<file path="config.mk">
export PLATFORM = sky130hd
export DESIGN_NAME = mem_sum_controller
export DESIGN_NICKNAME = d
export VERILOG_FILES = /design/src/rtl/mem_sum_controller.sv
export SDC_FILE = /design/constraint.sdc
export NUM_CORES = 1
export LEC_CHECK = 0
export ABC_AREA = 1
export ABC_CLOCK_PERIOD_IN_PS = 6500
export BUFFER_PORTS_ARGS = -buffer_cell sky130_fd_sc_hd__buf_2
export CAP_MARGIN = 15
export CORE_MARGIN = 1.5
export CORE_UTILIZATION = 25
export CTS_BUF_LIST = sky130_fd_sc_hd__clkbuf_4 sky130_fd_sc_hd__clkbuf_8 sky130_fd_sc_hd__clkbuf_16
export DETAILED_ROUTE_END_ITERATION = 8
export PLACE_DENSITY_LB_ADDON = 0.12
export RECOVER_POWER = 50
export SYNTH_ARGS = -nofsm -noshare
export SYNTH_HDL_FRONTEND = slang
export SYNTH_SLANG_ARGS = --single-unit
</file>
<file path="constraint.sdc">
create_clock -name clk -period 6.5 [get_ports clk]
set_clock_uncertainty 0.05 [all_clocks]
set_input_delay 0 -clock clk [delete_from_list [all_inputs] [get_ports clk]]
set_output_delay 0 -clock clk [all_outputs]
set_load 0.05 [all_outputs]
</file>
<file path="src/rtl/mem_sum_controller.sv">
// mem_sum_controller
//
// Sequencer between the debounced front-panel buttons, a 2-read/1-write
// register-file memory and the display. One FSM (IDLE / WRITE / SUM) handles
// browsing with next/prev, writing switch data, and a reduce-sum of all
// DEPTH = 2**AW entries, two entries per cycle through both read ports.
//
// Parameters
//   AW  address width, DEPTH = 2**AW entries (AW >= 2)
//   DW  data width
//   SW  sum width, must be >= DW+AW so the total cannot overflow
//
// Ports
//   clk, reset                      clock (rising edge), async active-high reset
//   prev_btn, next_btn              browse requests (previous / next address)
//   enter_btn                       write input_data at input_addr
//   sum_btn                         start reduce-sum
//   input_addr, input_data          switch address / data for enter
//   rd_data1, rd_data2              memory read data (combinational of rd_addr1/2)
//   wr_en, wr_addr, wr_data         memory write port, wr_en high only in WRITE
//   rd_addr1, rd_addr2              memory read addresses
//   disp_addr, disp_data            address being shown and its registered data
//   sum_out, sum_valid              last completed sum, one-cycle update strobe
//   busy                            high whenever the FSM is not in IDLE
//   state_dbg                       current FSM state encoding (0 IDLE, 1 WRITE, 2 SUM)
//
// Build option
//   MSC_EDGE_DETECT_EN  when defined, every *_btn input passes through a
//                       registered rising-edge detector, so a held level is a
//                       single request (one extra cycle of request latency).
//                       When undefined, *_btn are used directly as pulses.
//
// Result interface: sum_valid is a one-cycle strobe with no backpressure.
// sum_out changes only on the edge that raises sum_valid and is stable until
// the next strobe or reset. Requests are only looked at in IDLE; requests
// arriving in WRITE or SUM are dropped, never queued.

module mem_sum_controller #(
    parameter int AW = 4,
    parameter int DW = 8,
    parameter int SW = 12
) (
    input  logic          clk,
    input  logic          reset,
    input  logic          prev_btn,
    input  logic          next_btn,
    input  logic          enter_btn,
    input  logic          sum_btn,
    input  logic [AW-1:0] input_addr,
    input  logic [DW-1:0] input_data,
    input  logic [DW-1:0] rd_data1,
    input  logic [DW-1:0] rd_data2,
    output logic          wr_en,
    output logic [AW-1:0] wr_addr,
    output logic [DW-1:0] wr_data,
    output logic [AW-1:0] rd_addr1,
    output logic [AW-1:0] rd_addr2,
    output logic [AW-1:0] disp_addr,
    output logic [DW-1:0] disp_data,
    output logic [SW-1:0] sum_out,
    output logic          sum_valid,
    output logic          busy,
    output logic [1:0]    state_dbg
);

    localparam int DEPTH = 1 << AW;
    // Last pair index of the sum: pairs 0 .. DEPTH/2-1
    localparam logic [AW-1:0] K_LAST = AW'(DEPTH / 2 - 1);

    generate
        if (SW < DW + AW) begin : g_bad_sw
            $error("mem_sum_controller: SW must be >= DW+AW");
        end
        if (AW < 2) begin : g_bad_aw
            $error("mem_sum_controller: AW must be >= 2");
        end
    endgenerate

    typedef enum logic [1:0] {
        S_IDLE  = 2'd0,
        S_WRITE = 2'd1,
        S_SUM   = 2'd2
    } state_t;

    // Request vector: [3]=enter, [2]=sum, [1]=next, [0]=prev
    logic [3:0] btn_now;
    logic [3:0] req;

    assign btn_now = {enter_btn, sum_btn, next_btn, prev_btn};

`ifdef MSC_EDGE_DETECT_EN
    logic [3:0] btn_d;
    logic [3:0] req_r;

    always_ff @(posedge clk or posedge reset) begin
        if (reset) begin
            btn_d <= '0;
            req_r <= '0;
        end else begin
            btn_d <= btn_now;
            req_r <= btn_now & ~btn_d;
        end
    end

    assign req = req_r;
`else
    assign req = btn_now;
`endif

    state_t        state_q, state_n;
    logic [AW-1:0] cur_q, cur_n;
    logic [AW-1:0] k_q, k_n;
    logic [SW-1:0] acc_q, acc_n;
    logic [AW-1:0] wr_addr_q, wr_addr_n;
    logic [DW-1:0] wr_data_q, wr_data_n;
    logic          wr_en_q, wr_en_n;
    logic [DW-1:0] disp_q, disp_n;
    logic [SW-1:0] sum_q, sum_n;
    logic          sum_valid_q, sum_valid_n;
    logic [SW-1:0] total;

    // Running total including the pair presented this cycle
    assign total = acc_q + SW'(rd_data1) + SW'(rd_data2);

    always_ff @(posedge clk or posedge reset) begin
        if (reset) begin
            state_q     <= S_IDLE;
            cur_q       <= '0;
            k_q         <= '0;
            acc_q       <= '0;
            wr_addr_q   <= '0;
            wr_data_q   <= '0;
            wr_en_q     <= 1'b0;
            disp_q      <= '0;
            sum_q       <= '0;
            sum_valid_q <= 1'b0;
        end else begin
            state_q     <= state_n;
            cur_q       <= cur_n;
            k_q         <= k_n;
            acc_q       <= acc_n;
            wr_addr_q   <= wr_addr_n;
            wr_data_q   <= wr_data_n;
            wr_en_q     <= wr_en_n;
            disp_q      <= disp_n;
            sum_q       <= sum_n;
            sum_valid_q <= sum_valid_n;
        end
    end

    always_comb begin
        state_n     = state_q;
        cur_n       = cur_q;
        k_n         = k_q;
        acc_n       = acc_q;
        wr_addr_n   = wr_addr_q;
        wr_data_n   = wr_data_q;
        wr_en_n     = 1'b0;
        disp_n      = disp_q;
        sum_n       = sum_q;
        sum_valid_n = 1'b0;

        unique case (state_q)
            S_IDLE: begin
                disp_n = rd_data1;
                if (req[3]) begin
                    wr_addr_n = input_addr;
                    wr_data_n = input_data;
                    cur_n     = input_addr;
                    // wr_en is registered so it is high exactly while in WRITE
                    wr_en_n   = 1'b1;
                    state_n   = S_WRITE;
                end else if (req[2]) begin
                    k_n     = '0;
                    acc_n   = '0;
                    state_n = S_SUM;
                end else if (req[1]) begin
                    // DEPTH is a power of two, so AW-bit arithmetic wraps
                    cur_n = cur_q + 1'b1;
                end else if (req[0]) begin
                    cur_n = cur_q - 1'b1;
                end
            end

            S_WRITE: begin
                state_n = S_IDLE;
            end

            S_SUM: begin
                if (k_q == K_LAST) begin
                    sum_n       = total;
                    sum_valid_n = 1'b1;
                    acc_n       = '0;
                    k_n         = '0;
                    state_n     = S_IDLE;
                end else begin
                    acc_n = total;
                    k_n   = k_q + 1'b1;
                end
            end

            default: begin
                state_n = S_IDLE;
            end
        endcase
    end

    // Read ports follow the display address except during SUM, where they
    // walk the even/odd pair selected by k.
    always_comb begin
        rd_addr1 = cur_q;
        rd_addr2 = cur_q;
        if (state_q == S_SUM) begin
            rd_addr1 = {k_q[AW-2:0], 1'b0};
            rd_addr2 = {k_q[AW-2:0], 1'b1};
        end
    end

    assign wr_en     = wr_en_q;
    assign wr_addr   = wr_addr_q;
    assign wr_data   = wr_data_q;
    assign disp_addr = cur_q;
    assign disp_data = disp_q;
    assign sum_out   = sum_q;
    assign sum_valid = sum_valid_q;
    assign busy      = (state_q != S_IDLE);
    assign state_dbg = state_q;

endmodule

</file>
---- Word level (Yosys, flattened, before mapping) ----
Cells that the tools add are included.
word-level totals
  register bits ........................... 56
cells by class
  $add $sub $neg .......................... 5
  eq/ne operators ......................... 7
  muxes and demuxes ....................... 22
  reductions and logical operators ........ 9
operator list
  operator             count
  $mux 12              3
  $mux 4               9
  $add 12x8->12        2
  $pmux 12 s2          1
  $add 4x1->4 const B  2
  $ne 2x2->1 const B   4
  $pmux 4 s2           1
  $mux 2               3
  $reduce_and 2->1     3
  $reduce_and 3->1     2
  $eq 4x3->1 const B   1
  $mux 1               4
  $pmux 2 s2           1
  $reduce_bool 2->1    2
  $sub 4x1->4 const B  1
  $ne 3x3->1 const B   1
  $reduce_bool 3->1    1
  $eq 2x2->1 const B   1
  $logic_not 2->1      1

---- Longest topological paths before layout ----
  depth after elaboration ................. 5
  gate-level depth with buffers ........... 14
  mapped depth without buffers ............ 14

---- Worst setup path after synthesis ----
No wires, ideal clock.
  path kind ............................... reg-to-output
  start ................................... register state_q[1] (netlist: state_dbg[1])
  end ..................................... output port rd_addr2[1]
  arrival ................................. 2.474 ns
  required time ........................... 6.450 ns
  path slack .............................. 3.976 ns
  stages on the path, launching flop included .. 4
  path through ............................ dfrtp_1 > nand2_4 > o21ai_0 > buf_4
on the way
  longest elaborated chain between the ends .. 2
ends and longest elaborated chain
  item                      RTL line  RTL
  start: declaration        110       state_t state_q, state_n;
  start signal: assignment  138       state_q <= state_n;
  $eq 2x2->1                213       if (state_q == S_SUM) begin
  $mux 4                    213
  end: declaration          57        output logic [AW-1:0] rd_addr2,
Every way passes these cells.

==> results.json <==
{
  "initial_utilization": 0.255,
  "synth.largest_area_cell": "dfrtp_1",
  "rrSetupSlack_ns": 4.12,
  "grt_pass1_vias": 2787,
  "synth.most_common_cell": "nand2_1",
  "outcome": "finished with violations",
  "drv_slew": 57,
  "grt_use_total": 0.137,
  "cp_num_buf_inv": 4,
  "worst_pin_slew_ns": 3.26,
  "layout_min_cycle_time_ns": 3.38,
  "synth_cell_type_count": 32,
  "cts_tree": "done",
  "antenna_found_initial": 0,
  "swShare": 0.573,
  "critical-path-top-delay-family": "buffers and inverters",
  "ctsRootBufferMaster": "clkbuf_16",
  "post-route-drc-count": 0,
  "core_area_um2": 12000,
  "dieArea_um2": 12900,
  "rows": 40,
  "drtIter0Drc": 92,
  "seq_area_um2": 1400,
  "fin_setup_tns_ns": 0,
  "layout-drive-gt1-share": 0.147,
  "grt_max_degree": 57,
  "avgSynthCellArea_um2": 8.31,
  "die_w_um": 114,
  "synth_top_area_frac": 0.457,
  "seq_area_frac_synth": 0.457,
  "cts_buffer_depth": 2,
  "ys_ff_latch": 56,
  "cts_setup_buffers": 0,
  "relSlewSlack": -1.18,
  "viasPerCell": 4.26,
  "ir_worst_vdd_uv": 214,
  "netlist_instances": 369,
  "dp.cells": 591,
  "final_cells": 622,
  "timing.hold.ws_ns": 0.0865,
  "yosys-top-cells-area": "dfrtp_1, nand2_1, fa_1, ha_1, inv_1",
  "async_flop_share": 1.00,
  "syn2layout_area_growth_pct": 27.7,
  "finalSetupViolations": 0,
  "rsz0062_at_grt": "no",
  "path_cells": "dlygate4sd3_1, buf_2, inv_1, clkbuf_1",
  "critical_path.slowest_cell": "clkbuf_1",
  "htree_levels": 2,
  "powerDensity_nw_per_um2": 586,
  "ant_nets": 0,
  "p_comb_frac": 0.609,
  "ys.flop_type": "dfrtp_1",
  "insertion_delay_ns": 0.30,
  "yosys_warnings": 0,
  "final_util": 0.326,
  "p_sw_uw": 1320,
  "grt_overflow": 0,
  "endpoint_kind": "asynchronous set/reset pin",
  "finalWirelength_um": 8420,
  "hpwl_um": 6080,
  "clockPowerShare": 0.125,
  "path_clk_slew_ns": 0.08,
  "finalHoldViolations": 0,
  "syn_nets": 424,
  "clock-sinks": 56,
  "violations": "max-capacitance violations, max-slew violations",
  "syn_area_um2": 3070,
  "p_leak_uw": 0.00204,
  "fmax_mhz": 296,
  "synth_edf_count": 0,
  "gp_congestion": 0.839,
  "fp.dieH_um": 114,
  "grt_pass1_wl_um": 13700,
  "cts_made_buffers": 5,
  "multi_input_area_um2": 1450,
  "arrival_ns": 3.02,
  "period_share": 0.520,
  "io_pins": 83,
  "antennaDiodeCount": 0,
  "p_seq_frac": 0.266,
  "num-fill-cells": 1323,
  "slowest_delay_ns": 2.29,
  "synth_common_cells": "nand2_1, dfrtp_1, inv_1, nand3_1, nor2_1",
  "nets": 529,
  "cp.required_ns": 6.14,
  "drv_cap": 1,
  "hp-class": "input pin to flip-flop",
  "vias": 2650,
  "cp_max_fo": 56,
  "start_kind": "input pin",
  "route.detailed.wl_per_inst_um": 13.5,
  "dr.pass1.iters": 4,
  "p_int_uw": 980,
  "setup.worst_path.class": "input pin to asynchronous set/reset pin",
  "port_buffers": 82,
  "cts_resized": 0
}
-- state kept, by name (all words and copies together), names as in the netlist --
register   cells
sum_valid      1
sum_out       12
disp_data      8
wr_data        8
state_dbg      2
k_q            4
disp_addr      4
wr_en          1
wr_addr        4
acc_q         12
-- power groups by stage --
stage / sequential [uW] / clock (uW) / combinational, uW
3_5_place_dp: 618 / 0 / 1440
3_3_place_gp: 617 / 0 / 1430
2_1_floorplan: 1010 / 0 / 727
6_report: 612 / 286 / 1400
5_1_grt: 632 / 308 / 1550
4_1_cts: 612 / 300 / 1450
-- placed cells by master (no fill, tap or decap), types with 10 or more instances in the layout --
cell type / Yosys / final
inv_1: 28 / 28
ha_1: 11 / 11
clkbuf_1: 0 / 40
nor2_1: 20 / 20
o21ai_0: 15 / 15
buf_2: 1 / 43
fa_1: 10 / 10
dfrtp_1: 56 / 56
dlygate4sd3_1: 0 / 23
nand3_1: 20 / 20
nand2_1: 155 / 156
-- through the flow --
step / instance area, um2 / worst slack, ns / power, uW
floorplan: 3070 / 3.98 / 1730
global placement: 3600 / 4.17 / 2050
detailed placement: 3600 / 4.13 / 2060
CTS: 3980 / 4.05 / 2370
global route: 3920 / 2.40 / 2490
finish: 3920 / 3.12 / 2300
-- cells by family after synthesis --
group,after synthesis,synth area share
AND/OR/NAND/NOR,210,0.291
buffers and inverters,45,0.0694
adder cells (fa/ha/maj),21,0.110
AO/OA/AOI/OAI,33,0.0612
flip-flops,56,0.457
XOR/XNOR,4,0.0114
-- final cells by class --
class | count | area share
Clock buffer | 5 | 0.0319
Clock inverter | 3 | 0.00575
Inverter | 37 | 0.0367
Multi-Input combinational cell | 268 | 0.369
Sequential cell | 56 | 0.358
Tap cell | 147 | 0.0469
Timing Repair Buffer | 106 | 0.152
-- per-layer routing --
| layer | track usage | up-vias | share of wire |
|---|---|---|---|
| li1 | - | 1365 | - |
| met1 | 0.166 | 1216 | 0.46 |
| met2 | 0.247 | 64 | 0.49 |
| met3 | 0.0250 | 5 | 0.042 |
| met4 | 0.0375 | 0 | 0.0084 |
| met5 | 0 | - | 0 |
-- worst reg2reg max path, delay by kind of cell, from the launching register on --
family	cells	cell delay, ns
adder cells (fa/ha/maj)	3	1.12
buffers and inverters	3	0.14
flip-flops	1	0.33
AND/OR/NAND/NOR	7	0.63
-- path summary, 6_finish.rpt --
kind,startpoint,endpoint,cells after the start
max in group clk,rd_data1[1],acc_q[7],15
min,prev_btn,disp_addr[3],6
max reg2reg,acc_q[1],acc_q[7],13
min in group asynchronous,reset,sum_valid,4
min reg2reg,disp_data[3],disp_data[3],2
max,reset,disp_data[7],4
-- repair_timing --
item,in CTS,in global routing
endpoints found under the hold margin,80,0
hold buffers,23,0
setup endpoints to repair,0,0
Note: power is estimated with default switching activity, not from simulation.
